<file path="config.mk">
export PLATFORM = sky130hd
export DESIGN_NAME = sprite_tile_rom
export DESIGN_NICKNAME = d
export VERILOG_FILES = /design/src/rtl/sprite_tile_rom.sv
export SDC_FILE = /design/constraint.sdc
export NUM_CORES = 1
export LEC_CHECK = 0
export BUFFER_PORTS_ARGS = -buffer_cell sky130_fd_sc_hd__buf_4
export CAP_MARGIN = 30
export CORE_UTILIZATION = 50
export DETAILED_ROUTE_END_ITERATION = 8
export PLACE_DENSITY = 0.7
export REMOVE_ABC_BUFFERS = 1
export SLEW_MARGIN = 0
export SYNTH_ARGS = -nofsm -noshare
export SYNTH_HDL_FRONTEND = slang
export SYNTH_SLANG_ARGS = --single-unit
</file>
<file path="constraint.sdc">
create_clock -name clock -period 8.7 [get_ports clock]
set_input_delay 1.74 -clock clock [delete_from_list [all_inputs] [get_ports clock]]
set_output_delay 1.74 -clock clock [all_outputs]
set_load 0.05 [all_outputs]
</file>
<file path="src/rtl/sprite_tile_rom.sv">
// Fixed 12x12 sprite store for the snake renderer: head, body and apple tiles
// read in parallel from one tile-local address, one clock of latency.
module sprite_tile_rom (
  input  logic       clock,
  input  logic       reset,
  input  logic [7:0] address,
  output logic [7:0] q_head,
  output logic [7:0] q_body,
  output logic [7:0] q_apple
);

  localparam logic [7:0] TILE_ENTRIES = 8'd144;
  localparam logic [7:0] PIX_BG       = 8'd0;
  localparam logic [7:0] PIX_EYE      = 8'd1;
  localparam logic [7:0] PIX_DARK     = 8'd2;
  localparam logic [7:0] PIX_GREEN    = 8'd3;
  localparam logic [7:0] PIX_STEM     = 8'd4;
  localparam logic [7:0] PIX_RED      = 8'd92;

  logic [7:0]         w_row;
  logic [7:0]         w_col;
  logic               w_in_range;
  logic               w_border;
  logic               w_eye;
  logic               w_stem;
  logic               w_in_disc;
  logic signed [8:0]  w_dr;
  logic signed [8:0]  w_dc;
  logic signed [17:0] w_dr_sq;
  logic signed [17:0] w_dc_sq;
  logic [7:0]         w_head;
  logic [7:0]         w_body;
  logic [7:0]         w_apple;

  logic [7:0]         r_q_head;
  logic [7:0]         r_q_body;
  logic [7:0]         r_q_apple;

  assign w_row      = address / 8'd12;
  assign w_col      = address % 8'd12;
  assign w_in_range = (address < TILE_ENTRIES);

  assign w_border = (w_row == 8'd0) || (w_row == 8'd11) ||
                    (w_col == 8'd0) || (w_col == 8'd11);
  assign w_eye    = (w_row == 8'd3) && ((w_col == 8'd3) || (w_col == 8'd8));
  assign w_stem   = (w_col == 8'd6) && (w_row <= 8'd1);

  // Doubled coordinates centre the disc on the pixel grid without fractions.
  assign w_dr      = $signed({w_row, 1'b0}) - 9'sd11;
  assign w_dc      = $signed({w_col, 1'b0}) - 9'sd11;
  assign w_dr_sq   = w_dr * w_dr;
  assign w_dc_sq   = w_dc * w_dc;
  assign w_in_disc = ((w_dr_sq + w_dc_sq) <= 18'sd121);

  always_comb begin
    w_body  = PIX_BG;
    w_head  = PIX_BG;
    w_apple = PIX_BG;
    if (w_in_range) begin
      w_body = w_border ? PIX_DARK : PIX_GREEN;
      w_head = w_eye ? PIX_EYE : w_body;
      if (w_stem)
        w_apple = PIX_STEM;
      else if (w_in_disc)
        w_apple = PIX_RED;
    end
  end

  always_ff @(posedge clock) begin
    if (reset) begin
      r_q_head  <= 8'd0;
      r_q_body  <= 8'd0;
      r_q_apple <= 8'd0;
    end else begin
      r_q_head  <= w_head;
      r_q_body  <= w_body;
      r_q_apple <= w_apple;
    end
  end

  assign q_head  = r_q_head;
  assign q_body  = r_q_body;
  assign q_apple = r_q_apple;

endmodule

</file>
# [Yosys cells after proc, flatten, opt, wreduce, memory -nomap -nowiden]
# Cells that the tools add are included.
[totals] out_inout_bits=24 regBits=23 in_bits=10 word_cells=37
[classes] bitwise=1 div=2 multipliers=2 addsub=3 eq_ne=6 reduce_logical=11 n_lt_le_gt_ge=3 n_mux=4
[ops] op="multiplier 9 x 9 -> 18 bit" n=2
[ops] op="== test 8 x 4 -> 1 bit (second input constant)" n=3
[ops] op="adder 18 bit" n=1
[ops] op="<= comparator 18 x 8 -> 1 bit (second input constant)" n=1
[ops] op="subtractor 9 x 5 -> 9 bit (second input constant)" n=2
[ops] op="== test 8 x 2 -> 1 bit (second input constant)" n=2
[ops] op="logical NOT 8 bit" n=2
[ops] op="divider 8 x 4 -> 8 bit (second input constant)" n=1
[ops] op="== test 8 x 3 -> 1 bit (second input constant)" n=1
[ops] op="<= comparator 8 x 1 -> 1 bit (second input constant)" n=1
[ops] op="less-than comparator 8 bit (second input constant)" n=1
[ops] op="remainder unit 8 x 4 -> 8 bit (second input constant)" n=1
[ops] op="2-to-1 mux 7 bit" n=1
[ops] op="OR reduction 3 bit" n=2
[ops] op="logical OR 1 bit" n=4
[ops] op="2-to-1 mux 3 bit" n=1
[ops] op="logical AND 1 bit" n=2
[ops] op="2-to-1 mux 1 bit" n=2
[ops] op="OR reduction 2 bit" n=1
[ops] op="NOT 1 bit" n=1

# [Logic depth before layout (Yosys ltp)]
# Gate-level depths: netlist of run 1.
[logic_depth] depth_word=7 ltp_mapped=33 depth_no_buf=30

# [Worst setup path after synthesis of run 1]
# Ideal clock, no wire load.
[synth_timing] path_type="input to register" startpoint="input port address[3]" endpoint="register r_q_apple[2] (netlist: q_apple[2])" path_stages=27 required_time_ns=8.626 path_buffers=3 setup_slack_ns=-0.603 setup_ns=0.074 arrival_ns=9.229 cell_sequence="buf_2 > buf_2 > clkbuf_1 > a21oi_1 > o21ai_1 > ha_1 > a211o_1 > inv_1 > nand2_1 > inv_1 > fa_1 > fa_1 > inv_1 > fa_1 > inv_1 > fa_1 > fa_1 > fa_1 > ha_1 > ha_1 > or2_1 > a21oi_1 > a41oi_1 > a211oi_1 > o22ai_1 > or4_1 > a31oi_1"
[synth_between] elab_chain_len=7 word_cells_on_any_way=16 classes_between="add/sub (3); mul (2); div (2); order compare (3); eq/ne (1); mux (2); bitwise (1); reduce/logical (2)"
[synth_lines] item="from (decl)" line_no="6" rtl="input logic [7:0] address,"
[synth_lines] item="divider 8 x 4 -> 8 bit or remainder unit 8 x 4 -> 8 bit (tied branches)" line_no="39, 40"
[synth_lines] item="subtractor 9 x 5 -> 9 bit (on tied branches)" line_no="49, 50"
[synth_lines] item="multiplier 9 x 9 -> 18 bit (on tied branches)" line_no="51, 52"
[synth_lines] item="adder 18 bit" line_no="53" rtl="assign w_in_disc = ((w_dr_sq + w_dc_sq) <= 18'sd121);"
[synth_lines] item="<= comparator 18 x 8 -> 1 bit" line_no="53"
[synth_lines] item="2-to-1 mux 7 bit" line_no="64" rtl="else if (w_in_disc)"
[synth_lines] item="2-to-1 mux 3 bit" line_no="62" rtl="if (w_stem)"
[synth_lines] item="to (signal assigned)" line_no="77" rtl="r_q_apple <= w_apple;"
[synth_lines] item="to (decl)" line_no="37" rtl="logic [7:0] r_q_apple;"
# Parallel ways exist; a longest one is shown, timed or not.
# A chain may end at the register's enable or synchronous reset.

# [Worst setup path in the final report of run 1]
[layout_timing] startpoint="input port address[6]" endpoint="register r_q_apple[2] (netlist: q_apple[2])"
# The elaborated chain is that of the path after synthesis.

==> impl_metrics.env, run 1 <==
export IMPL_status="finished with violations"
export IMPL_violations="negative setup slack"
export IMPL_die_width_um=118
export IMPL_finalCritPeriodShare=1.01
export IMPL_utilization=0.676
export IMPL_min_path_cells=3
export IMPL_initialDrtViolationCount=453
export IMPL_grt_pass1_wl_mm=29.6
export IMPL_clockBufferDepth=2
export IMPL_grt_max_degree=16
export IMPL_tritoncts="done"
export IMPL_drc_errors=0
export IMPL_setup_violations=2
export IMPL_detail_route_antenna_nets=0
export IMPL_crit_buf_inv=4
export IMPL_drt_wl_total_mm=18.1
export IMPL_yosysWarnings=0
export IMPL_rows=41
export IMPL_placed_area_mm2=0.00796
export IMPL_synth_edf_count=0
export IMPL_cp_start_kind="primary input"
export IMPL_clock_sinks=6
export IMPL_first_global_vias=6165
export IMPL_ioPinCount=34
export IMPL_drive_above_1_share=0.317
export IMPL_finalSetupTns_ps=-220
export IMPL_die_y_um=118
export IMPL_ys_seq_area_frac=0.0179
export IMPL_vias=5666
export IMPL_cpMostUsedCell="fa_1"
export IMPL_hpwl_mm=14.6
export IMPL_crit_arrival_ps=8970
export IMPL_clkTransAtPathRegs_ps=30
export IMPL_syn2layout_area_growth_pct=29.5
export IMPL_nNetsFinal=1142
export IMPL_h_tree_depth=1
export IMPL_fin_area_mm2=0.00870
export IMPL_core_area_mm2=0.0129
export IMPL_path_delay_family="adder cells"
export IMPL_die_area_mm2=0.0139
export IMPL_numCtsBuffers=3
export IMPL_cts_root_buf="clkbuf_16"
export IMPL_max_freq_mhz=113
export IMPL_place_inst=1050
export IMPL_start_util=0.522
export IMPL_synth_distinct_cells=65
export IMPL_layout_min_cycle_time_ps=8820
export IMPL_crit_fanout=7
export IMPL_min_path_type="primary input to flop"
export IMPL_grt_overflow=0
export IMPL_grtUsageTotal=0.265
export IMPL_fin_ws_ps=-122
export IMPL_max_stage_delay_ps=550
export IMPL_synthArstFlopShare=0
export IMPL_worstSetupPathType="primary input to flop"
export IMPL_cp_slowest_cell="fa_1"
export IMPL_cts_hold_buf=0
export IMPL_syn_area_per_cell_um2=9.07
export IMPL_ys_flop_type="dfxtp_1"
export IMPL_routed_via_density=5.28
export IMPL_firstDrtPassIters=5
export IMPL_synth_area_mm2=0.00672
export IMPL_instances_no_fill=1073
export IMPL_path_depth=25
export IMPL_netlist_instances=741
export IMPL_gp_congestion=1.03
export IMPL_antenna_cells=0
export IMPL_endpoint_kind="flop"
export IMPL_portBuffers=17
export IMPL_worstPathRequired_ps=8850
export IMPL_hold_viol=0
export IMPL_antenna_found_initial=0
export IMPL_max_cap_violations=0
export IMPL_wire_per_inst_um=16.9
export IMPL_rsz0062_at_grt="yes"
export IMPL_slew_viol_final=0
export IMPL_ys_ff_latch=6
==> flip-flops by register name, indices dropped and copies added (netlist names) <==
| register | count |
|---|---|
| q_head | 2 |
| q_body | 2 |
| q_apple | 2 |
==> layout make-up <==
type                       instances  area (um^2)
tap                              172          215
clock buffer                       3         75.1
fill                             924         4170
timing repair buffer             180         1410
sequential                         6          120
multi-input combinational        509         6110
inverter                         203          767
==> cells by family after synthesis <==
family,synth area share
buf+inv,0.152
flops,0.0179
simple gates,0.0893
mux,0.00893
xor+xnor,0.0443
fa+ha+maj,0.576
compound gates,0.111
other cells,0.00112
==> timing repair <==
item	4_1_cts	5_1_grt
pin swaps	70	24
buffers inserted	15	5
cloned	0	0
gates resized for setup	79	30
setup endpoints to repair	2	2
endpoints found under the hold margin	0	0
==> cells in the final DEF, fill, tap and decap left out, types with 7 or more instances in the layout <==
master	synthesis	final
nor2_1	27	25
inv_1	195	180
ha_4	0	18
o21ai_0	12	9
buf_4	21	168
fa_1	134	124
inv_2	8	21
xor2_1	10	9
nand2_1	34	31
xnor2_1	24	24
nor2b_1	10	8
fa_2	0	10
conb_1	2	18
a21o_1	9	9
buf_6	4	10
nand3_1	7	7
a21oi_1	29	23
ha_1	95	75
==> cell usage after synthesis, drive strengths merged (2+ instances only) <==
| cell type | instances | area [um^2] |
|---|---|---|
| o211a | 2 | 20.0 |
| o21ai | 13 | 65.1 |
| a32oi | 2 | 17.5 |
| a211o | 4 | 35.0 |
| fa | 134 | 2680 |
| a2111oi | 3 | 26.3 |
| or2 | 7 | 46.3 |
| a31oi | 7 | 43.8 |
| a21oi | 31 | 170 |
| nor3 | 7 | 35.0 |
| buf | 30 | 226 |
| o31ai | 2 | 15.0 |
| nor2 | 31 | 145 |
| a211oi | 9 | 67.6 |
| nand2b | 6 | 37.5 |
| xor2 | 10 | 87.6 |
| o32ai | 2 | 17.5 |
| or3 | 5 | 36.3 |
| nand3 | 7 | 35.0 |
| clkbuf | 9 | 33.8 |
| o31a | 2 | 17.5 |
| o21a | 3 | 22.5 |
| dfxtp | 6 | 120 |
| inv | 203 | 762 |
| nand2 | 34 | 128 |
| xnor2 | 24 | 210 |
| mux2i | 6 | 60.1 |
| a21o | 10 | 82.6 |
| nor3b | 2 | 15.0 |
| a32o | 2 | 20.0 |
| ha | 95 | 1190 |
| nor2b | 10 | 62.6 |
| and2 | 2 | 12.5 |
| o2111ai | 2 | 17.5 |
| a22o | 2 | 17.5 |
| conb | 2 | 7.51 |
==> routing by layer <==
metal | up-vias | global-route usage | wire length, um
met1 | 2792 | 0.333 | 7240
met5 | - | 0 | 0
met2 | 217 | 0.465 | 9040
met3 | 73 | 0.0296 | 945
met4 | 0 | 0.107 | 879
li1 | 2584 | - | -
==> path summary, 6_finish.rpt <==
path	startpoint	end	slack (ps)
min	reset	q_body[0]	1790
max	address[6]	q_apple[2]	-120
==> metrics by stage <==
stage / worst slack (ps) / hold slack (ps)
floorplan: -432 / 1910
global placement: -553 / 2030
detailed placement: -664 / 2020
CTS: 0.735 / 1790
global route: -294 / 1820
finish: -122 / 1790
==> worst min-delay path: stages <==
cell,delay (ps)
buf_4,90
a211o_1,100
a221oi_2,40
Power of run 1 is not shown: default switching activity piles up to over one toggle a cycle in this logic, so the estimate is an artifact.
==> inputs of run 2 (changes only) <==
--- a/config.mk
+++ b/config.mk
@@ -8,8 +8,10 @@
 export BUFFER_PORTS_ARGS = -buffer_cell sky130_fd_sc_hd__buf_4
 export CAP_MARGIN = 30
 export CORE_UTILIZATION = 50
+export CTS_CLUSTER_SIZE = 16
 export DETAILED_ROUTE_END_ITERATION = 8
 export PLACE_DENSITY = 0.7
+export RECOVER_POWER = 50
 export REMOVE_ABC_BUFFERS = 1
 export SLEW_MARGIN = 0
 export SYNTH_ARGS = -nofsm -noshare
==> impl_metrics.env, run 2 (synthesis results as in run 1) <==
export IMPL_antenna_cells=0
export IMPL_status="finished with violations"
export IMPL_placed_area_mm2=0.00796
export IMPL_nNetsFinal=1142
export IMPL_final_common_cell="inv_1"
export IMPL_firstDrtPassIters=5
export IMPL_wire_per_inst_um=16.8
export IMPL_numCtsBuffers=3
export IMPL_detail_route_antenna_nets=0
export IMPL_initialDrtViolationCount=429
export IMPL_syn2layout_area_growth_pct=29.2
export IMPL_endpoint_kind="flop"
export IMPL_first_global_vias=6165
export IMPL_grt_overflow=0
export IMPL_routed_via_density=5.28
export IMPL_clkTransAtPathRegs_ps=30
export IMPL_die_y_um=118
export IMPL_hpwl_mm=14.6
export IMPL_setup_violations=2
export IMPL_finalCritPeriodShare=1.01
export IMPL_cts_hold_buf=0
export IMPL_worstSetupPathType="primary input to flop"
export IMPL_max_freq_mhz=113
export IMPL_start_util=0.522
export IMPL_clockBufferDepth=2
export IMPL_rows=41
export IMPL_layout_min_cycle_time_ps=8820
export IMPL_rsz0062_at_grt="yes"
export IMPL_h_tree_depth=1
export IMPL_slew_viol_final=0
export IMPL_violations="negative setup slack"
export IMPL_antenna_found_initial=0
export IMPL_crit_arrival_ps=8960
export IMPL_slew_headroom=0.571
export IMPL_clock_sinks=6
export IMPL_ioPinCount=34
export IMPL_hold_viol=0
export IMPL_drc_errors=0
export IMPL_min_path_cells=3
export IMPL_fin_area_mm2=0.00868
export IMPL_max_cap_violations=0
export IMPL_grtUsageTotal=0.265
export IMPL_tritoncts="done"
export IMPL_vias=5664
export IMPL_grt_pass1_wl_mm=29.6
export IMPL_min_path_type="primary input to flop"
export IMPL_core_area_mm2=0.0129
export IMPL_crit_fanout=7
export IMPL_worst_pin_slew_ps=646
export IMPL_drt_wl_total_mm=18.0
export IMPL_die_area_mm2=0.0139
export IMPL_portBuffers=17
export IMPL_final_cell_mix="inv_1, buf_4, fa_1"
export IMPL_cp_start_kind="primary input"
export IMPL_worstPathRequired_ps=8850
export IMPL_gp_congestion=1.03
export IMPL_cts_root_buf="clkbuf_16"
export IMPL_die_width_um=118
export IMPL_fin_ws_ps=-116
export IMPL_drive_above_1_share=0.312
export IMPL_grt_max_degree=16
-- run 2: worst paths after layout --
path | startpoint | slack [ps] | to
worst min-delay path | reset | 1790 | q_body[0]
worst max-delay path | address[6] | -120 | q_apple[2]
-- run 2: stage by stage --
stage	cells	utilization	setup TNS, ps	hold slack [ps]	worst slack (ps)
floorplan	718	-	-844	1910	-432
global placement	1050	0.619	-1080	2030	-553
detailed placement	1050	0.619	-1290	2020	-664
CTS	1068	0.664	0	1790	0.735
global route	1073	0.674	-585	1820	-294
finish	1073	0.674	-207	1790	-116
-- run 2: area by class of cell --
cell class	instances	area, um^2
well taps	172	215
fillers	929	4190
multi-input cells	509	6110
flip-flops and latches	6	120
clock buffers	3	75.1
repair buffers	180	1400
inverters	203	767
-- run 2: repair_timing --
action,in CTS,in global routing
buffers inserted,15,5
endpoints found under the setup margin,2,2
pin swaps,70,24
hold endpoints to repair,0,0
gates resized for setup,79,30
-- run 2: metal layers --
layer  routed length [um]  up-vias  track usage
li1                     -     2584            -
met1                 7240     2806        0.333
met2                 9060      204        0.465
met3                  841       70       0.0296
met4                  858        0        0.107
met5                    0        -            0
-- run 2: critical path, stage by stage --
cell,delay (ps)
buf_4,130
or2b_1,190
o32ai_2,90
or2_2,290
a211o_4,370
ha_4,190
buf_4,150
or2_2,330
buf_4,160
fa_1,540
inv_1,70
fa_1,530
fa_1,540
fa_1,520
fa_1,540
fa_1,550
ha_1,360
ha_4,290
a21oi_1,80
o21ai_2,220
nor2_1,110
a211oi_2,220
nand4_1,120
or4_4,470
a31oi_1,160
Power of run 2 is left out for the same reason.
==> inputs of run 3 (changes only) <==
--- a/config.mk
+++ b/config.mk
@@ -10,7 +10,7 @@
 export CORE_UTILIZATION = 50
 export CTS_CLUSTER_SIZE = 16
 export DETAILED_ROUTE_END_ITERATION = 8
-export PLACE_DENSITY = 0.7
+export PLACE_DENSITY_LB_ADDON = 0.08
 export RECOVER_POWER = 50
 export REMOVE_ABC_BUFFERS = 1
 export SLEW_MARGIN = 0
==> impl_metrics.env, run 3 (synthesis results as in run 1) <==
export IMPL_status="finished with violations"
export IMPL_violations="negative setup slack"
export IMPL_core_area_mm2=0.0129
export IMPL_wire_per_inst_um=15.6
export IMPL_start_util=0.522
export IMPL_detail_route_antenna_nets=0
export IMPL_rsz0062_at_grt="yes"
export IMPL_fill_cells=1045
export IMPL_fin_ws_ps=-60.0
export IMPL_crit_fanout=11
export IMPL_grt_max_degree=14
export IMPL_gp_congestion=0.965
export IMPL_finalCritPeriodShare=1.01
export IMPL_worstPathRequired_ps=8850
export IMPL_antenna_cells=0
export IMPL_slew_viol_final=0
export IMPL_final_common_cell="inv_1"
export IMPL_worst_pin_slew_ps=606
export IMPL_layout_min_cycle_time_ps=8760
export IMPL_syn2layout_area_growth_pct=30.4
export IMPL_clkTransAtPathRegs_ps=30
export IMPL_place_inst=1057
export IMPL_firstDrtPassIters=4
export IMPL_grt_pass1_wl_mm=27.9
export IMPL_grtUsageTotal=0.251
export IMPL_max_cap_violations=0
export IMPL_die_y_um=118
export IMPL_slew_headroom=0.598
export IMPL_rows=41
export IMPL_worstSetupPathType="primary input to flop"
export IMPL_first_global_vias=5635
export IMPL_drc_errors=0
export IMPL_routed_via_density=4.95
export IMPL_cp_start_kind="primary input"
export IMPL_drt_wl_total_mm=16.8
export IMPL_tritoncts="done"
export IMPL_holdWs_ps=1790
export IMPL_endpoint_kind="flop"
export IMPL_final_cell_mix="inv_1, buf_4, fa_1"
export IMPL_dpl_worst_slack_ps=-891
export IMPL_drive_above_1_share=0.308
export IMPL_die_width_um=118
export IMPL_hpwl_mm=14.6
export IMPL_crit_arrival_ps=8910
export IMPL_min_path_type="primary input to flop"
export IMPL_instances_no_fill=1077
export IMPL_h_tree_depth=1
export IMPL_setup_violations=2
export IMPL_vias=5326
export IMPL_portBuffers=17
export IMPL_grt_overflow=0
export IMPL_hold_viol=0
export IMPL_antenna_found_initial=0
export IMPL_clockBufferDepth=2
export IMPL_initialDrtViolationCount=212
export IMPL_die_area_mm2=0.0139
export IMPL_cts_root_buf="clkbuf_16"
export IMPL_utilization=0.681
export IMPL_nNetsFinal=1146
export IMPL_clock_sinks=6
export IMPL_ioPinCount=34
export IMPL_numCtsBuffers=3
export IMPL_max_freq_mhz=114
-- run 3: cell count changes in the layout (fill, tap and decap cells not counted), moves of 3 or more --
cell     delta
or2_2       -3
ha_1        +3
inv_1       +5
inv_2       -7
fa_1        +4
fa_2        -4
nand2_1     -3
-- run 3: final timing paths --
check | to | cells after the start | startpoint | slack [ps]
min | q_body[0] | 3 | reset | 1790
max | q_apple[2] | 28 | address[5] | -60
-- run 3: area by class of cell --
| type | count | area, um^2 | area share |
|---|---|---|---|
| flip-flops and latches | 6 | 120 | 0.0137 |
| well taps | 172 | 215 | 0.0245 |
| repair buffers | 184 | 1430 | 0.163 |
| inverters | 203 | 772 | 0.0880 |
| clock buffers | 3 | 75.1 | 0.00856 |
| multi-input cells | 509 | 6150 | 0.702 |
-- run 3: layer usage --
metal,up-vias,global-route usage,part of all wire
li1,2600,-,-
met1,2635,0.362,0.47
met2,85,0.427,0.49
met3,6,0.0213,0.032
met4,0,0.0152,0.0053
met5,-,0,0
-- run 3: stage by stage --
| step | cell area, um^2 | TNS (ps) |
|---|---|---|
| finish | 8770 | -89.1 |
| global route | 8770 | -532 |
| CTS | 8680 | -25.8 |
| detailed placement | 8020 | -1730 |
| global placement | 8020 | -1380 |
| floorplan | 6520 | -844 |
-- run 3: critical path, cell delays in order --
cell	delay [ps]
buf_6	130
buf_4	140
xor2_1	150
a21o_1	180
a22o_1	170
or3_4	420
buf_12	160
a21o_4	200
buf_6	130
fa_1	560
inv_2	50
fa_2	520
inv_1	50
fa_1	480
inv_1	60
fa_2	360
fa_1	500
fa_1	530
inv_1	50
fa_1	490
inv_2	50
ha_4	280
nand4b_1	190
a41oi_4	290
o211a_1	190
o22ai_2	90
or4_4	590
a31oi_1	160
-- run 3: repair_timing --
item                       4_1_cts  5_1_grt
setup buffers                   17        1
setup endpoints to repair        2        2
resized for setup               92       23
hold buffers                     0        0
pin swaps                       73       11
hold endpoints to repair         0        0
Power of run 3 is left out for the same reason.
